<file path="config.mk">
export PLATFORM = sky130hd
export DESIGN_NAME = mips_register_file
export DESIGN_NICKNAME = d
export VERILOG_FILES = /design/src/rtl/mips_register_file.sv
export SDC_FILE = /design/constraint.sdc
export NUM_CORES = 2
export LEC_CHECK = 0
export BUFFER_PORTS_ARGS = -buffer_cell sky130_fd_sc_hd__buf_2
export CORE_UTILIZATION = 35
export CTS_CLUSTER_DIAMETER = 60
export DETAILED_ROUTE_END_ITERATION = 6
export GPL_TIMING_DRIVEN = 0
export PLACE_DENSITY_LB_ADDON = 0.25
export SYNTH_ARGS = -nofsm -noshare
export SYNTH_HDL_FRONTEND = slang
export SYNTH_SLANG_ARGS = --single-unit
</file>
<file path="constraint.sdc">
create_clock -name clk -period 1.7 [get_ports clk]
set_input_delay 0.17 -clock clk [delete_from_list [all_inputs] [get_ports clk]]
set_output_delay 0.17 -clock clk [all_outputs]
set_load 0.01 [all_outputs]
</file>
<file path="src/rtl/mips_register_file.sv">
// 32-entry MIPS general-purpose register file: two combinational read ports,
// one synchronous write port, hardwired r0, optional write-to-read bypass.
module mips_register_file #(
    parameter int DATA_WIDTH = 32,
    parameter int ADDR_WIDTH = 5,
    parameter bit BYPASS_EN  = 1'b1
) (
    input  logic                  clk,
    input  logic                  rst_n,
    input  logic [ADDR_WIDTH-1:0] rd_addr0,
    input  logic [ADDR_WIDTH-1:0] rd_addr1,
    output logic [DATA_WIDTH-1:0] rd_data0,
    output logic [DATA_WIDTH-1:0] rd_data1,
    input  logic                  wr_en,
    input  logic [ADDR_WIDTH-1:0] wr_addr,
    input  logic [DATA_WIDTH-1:0] wr_data,
    output logic [7:0]            wr_count
);

    localparam int DEPTH = 2 ** ADDR_WIDTH;

    logic [DATA_WIDTH-1:0] mem [DEPTH];
    logic                  wr_commit;

    assign wr_commit = wr_en && (wr_addr != '0);

    always_ff @(posedge clk or negedge rst_n) begin
        if (!rst_n) begin
            for (int i = 0; i < DEPTH; i++) begin
                mem[i] <= '0;
            end
            wr_count <= '0;
        end else if (wr_commit) begin
            mem[wr_addr] <= wr_data;
            if (wr_count != 8'hFF) begin
                wr_count <= wr_count + 8'd1;
            end
        end
    end

    // Bypass is gated by rst_n so reads stay zero while reset is held,
    // even if a write is still being presented.
    always_comb begin
        rd_data0 = '0;
        rd_data1 = '0;
        if (rd_addr0 != '0) begin
            if (BYPASS_EN && rst_n && wr_commit && (wr_addr == rd_addr0)) begin
                rd_data0 = wr_data;
            end else begin
                rd_data0 = mem[rd_addr0];
            end
        end
        if (rd_addr1 != '0) begin
            if (BYPASS_EN && rst_n && wr_commit && (wr_addr == rd_addr1)) begin
                rd_data1 = wr_data;
            end else begin
                rd_data1 = mem[rd_addr1];
            end
        end
    end

endmodule

</file>
==> impl_metrics.csv <==
group,metric,value,unit
outcome,status,"complete, but fails checks",
outcome,violations,"hold timing, setup timing",
grt,grt.total_usage,30.3,%
worst_hold_path,hp-class,"in2async",
synthesis,synth_nets,3897,
place,dp_hpwl,181000,um
floorplanning,initial_utilization,35.4,%
floorplanning,coreArea,157000,um2
floorplanning,rows,145,
timing,finalSetupViolCount,116,
floorplanning,die_x,401,um
place,preCtsSetupSlack,-2570,ps
critical_path,worstPathRequired,1530,ps
run,maxCapViolCount,0,
critical_path,crit_path_max_incr_delay,530,ps
timing,fin_worst_skew,0.296,ps
clock_tree,htreeDepth,4,
detailed_routing,drt_iter0_markers,4830,
cells_and_area,finalNetCount,4235,
synthesis,ys_types,53,
cells_and_area,multi_input_area,29000,um2
synthesis,synth-seq-area-share,46.4,%
place,placed_area,59800,um2
floorplanning,die_area,161000,um2
synthesis,synth_top_cell_by_area,"dfrtp_1",
place,gp_congestion,1.02,
timing,maxSlewViolCount,0,
synthesis,yosysWarnings,0,
detailed_routing,viasPerCell,6.27,
detailed_routing,route.detailed.drc,0,
pwr,p_total,80.8,mW
critical_path,cp_common_cell,"buf_2",
critical_path,worstPathArrival,2880,ps
critical_path,crit_chain,"buf_2 -> buf_2 -> nand2_2 -> clkbuf_2 -> o22a_1 -> o211ai_1 -> a31oi_1 -> buf_2",
cells_and_area,fill_cells,14400,
grt,grt_max_degree,156,
floorplanning,ios,122,
clock_tree,cts_buffers,134,
critical_path,crit_type,"in2out",
clock_tree,clk_pin_slew,60,ps
timing,finalHoldViolCount,17,
pwr,p_per_area,1210,nW/um2
detailed_routing,ant_nets,0,
clock_tree,clock_latency,780,ps
synthesis,synth_common_cells,"dfrtp_1 (1032), mux2_2 (1009), mux4_2 (352)",
timing,finalCritPeriodShare,180,%
pwr,ir_drop,1.14,mV
critical_path,start_kind,"input pin",
cells_and_area,fin_util,42.5,%
floorplanning,die-height,401,um
synthesis,avgSynthCellArea,14.5,um2
timing,rsz0062_at_grt,"yes",
clock_tree,cts_tree,"done",
cells_and_area,ff_latch_area,25800,um2
critical_path,worst_path_max_delay_cell,"buf_2",
timing,slew_headroom,3.98,%
pwr,power.leakage,28.6,nW
critical_path,ff2ff_setup_slack,190,ps
timing,finalWorstSetupSlack,-1350,ps
synthesis,async_reset_ff_share,100,%
synthesis,ys_ff_latch,1032,
place,placement.io_buffers,111,
clock_tree,root_buffer,"clkbuf_16",
grt,grt.overflow.total,0,
synthesis,synth-edff-count,0,
synthesis,synth_top_area_share,46.4,%
clock_tree,numClockSinks,1032,
timing,min_period,3050,ps
timing,fmax,0.328,GHz
cells_and_area,fin_area,66700,um2
synthesis,syn_area,55700,um2
clock_tree,cts_max_path_buffers,3,
detailed_routing,drt-pass1-iter-count,6,
synthesis,yosys.cell_count.top_type,"dfrtp_1",
synthesis,synthTopCellsByArea,"dfrtp_1 (46%), mux2_2 (20%), mux4_2 (14%), mux2i_1 (5.9%), a221oi_1 (2.0%)",
grt,antenna_found_initial,13,
cells_and_area,area_growth,19.9,%
grt,grt_pass1_wl,335000,um
timing,tightest_slew,1440,ps
critical_path,end_kind,"primary output",
critical_path,crit_family,"buffers and inverters",
detailed_routing,post_drt_wl_per_cell,38.6,um
grt,grt_pass1_vias,39100,
synthesis,synthCells,3846,
critical_path,critPathMaxFanout,10,
timing,whs,-18.8,ps
cells_and_area,layout-drive-gt1-share,52.0,%
critical_path,crit_buf_inv,4,
synthesis,synthFlopType,"dfrtp_1",
detailed_routing,drt-total-wl,245000,um
detailed_routing,vias,39800,
==> path summary, 6_finish.rpt <==
| path | start | endpoint | cells after the start |
|---|---|---|---|
| max | rd_addr1[4] | rd_data1[17] | 8 |
| min | rst_n | mem[185] | 6 |
| max reg2reg | wr_count[0] | wr_count[6] | 6 |
| min reg2reg | mem[1003] | mem[1003] | 1 |
| max in group asynchronous | rst_n | mem[51] | 7 |
| min in group clk | wr_addr[1] | wr_count[1] | 5 |
==> cells in the final DEF (no fill, tap or decap), types with 9 or more instances in the layout <==
cell / instances
dfrtp_1: 1032
mux2_2: 1009
mux4_2: 352
mux2i_1: 304
buf_2: 184
clkbuf_1: 181
clkbuf_16: 141
o211ai_1: 113
a221oi_1: 90
buf_6: 85
buf_4: 81
nand2_1: 55
o22a_1: 50
dlygate4sd3_1: 42
a221oi_2: 37
a31oi_4: 33
clkbuf_8: 29
o21ai_1: 25
clkbuf_2: 24
a31oi_2: 23
buf_1: 22
o21ai_0: 18
nor2_1: 16
mux2i_4: 16
clkbuf_4: 15
buf_12: 15
clkinv_2: 15
o22a_4: 14
o21ai_2: 14
nand2_2: 13
mux2_1: 13
xnor2_1: 11
inv_6: 11
nor2_2: 10
mux2i_2: 10
buf_16: 9
==> area by class of cell <==
type	count	share of cell area, %
repair buffers	203	2.95
diodes	3	0.0113
flip-flops and latches	1032	38.7
multi-input cells	2359	43.5
plain buffers	448	4.29
well taps	2058	3.86
clock inverters	43	0.713
clock buffers	195	5.92
inverters	6	0.0450
==> registers in the layout (all words and copies together), names as in the netlist <==
register,cells
mem,1024
wr_count,8
==> power breakdown <==
| part | total, mW | switching [mW] | internal, mW |
|---|---|---|---|
| Combinational | 18.9 | 9.45 | 9.46 |
| Sequential | 32.9 | 3.62 | 29.3 |
| Clock | 28.9 | 11.8 | 17.1 |
==> logic make-up after synthesis <==
logic type / share of synthesized area [%]
xor gates and xnor gates: 0.268
buffers and inverters: 4.46
and+or+nand+nor: 1.23
muxes: 40.9
AOI/OAI and AO/OA: 6.76
DFF: 46.4
adders and majority gates: 0.0225
==> metal layers <==
layer	global-route usage (%)	share of wire [%]	vias to the layer above
met1	40.9	41	21500
met3	8.83	9.6	575
li1	-	-	15600
met4	14.8	5.8	6
met5	0	0.014	-
met2	44.3	43	2024
==> worst register-to-register path, stage by stage (launching register included) <==
cell      delay (ps)
dfrtp_1          420
ha_1             250
nand3_1          110
o221ai_2         160
nor2_1           180
nand4_1          140
xnor2_1          150
==> what timing repair did <==
| action | in CTS | in global routing |
|---|---|---|
| cloned | 8 | 0 |
| buffers inserted | 19 | 10 |
| hold buffers | 48 | 1 |
| gates resized for setup | 293 | 48 |
| hold endpoints to repair | 531 | 70 |
| endpoints found under the setup margin | 403 | 376 |
| pin swaps | 53 | 31 |
==> per-stage QoR <==
stage	TNS [ps]	cells
2_1_floorplan	-2170	3846
3_3_place_gp	-	6015
3_5_place_dp	-1133460	6022
4_1_cts	-69370	6334
5_1_grt	-72010	6344
6_report	-72600	6347
Power figures use the tool's default switching activity.
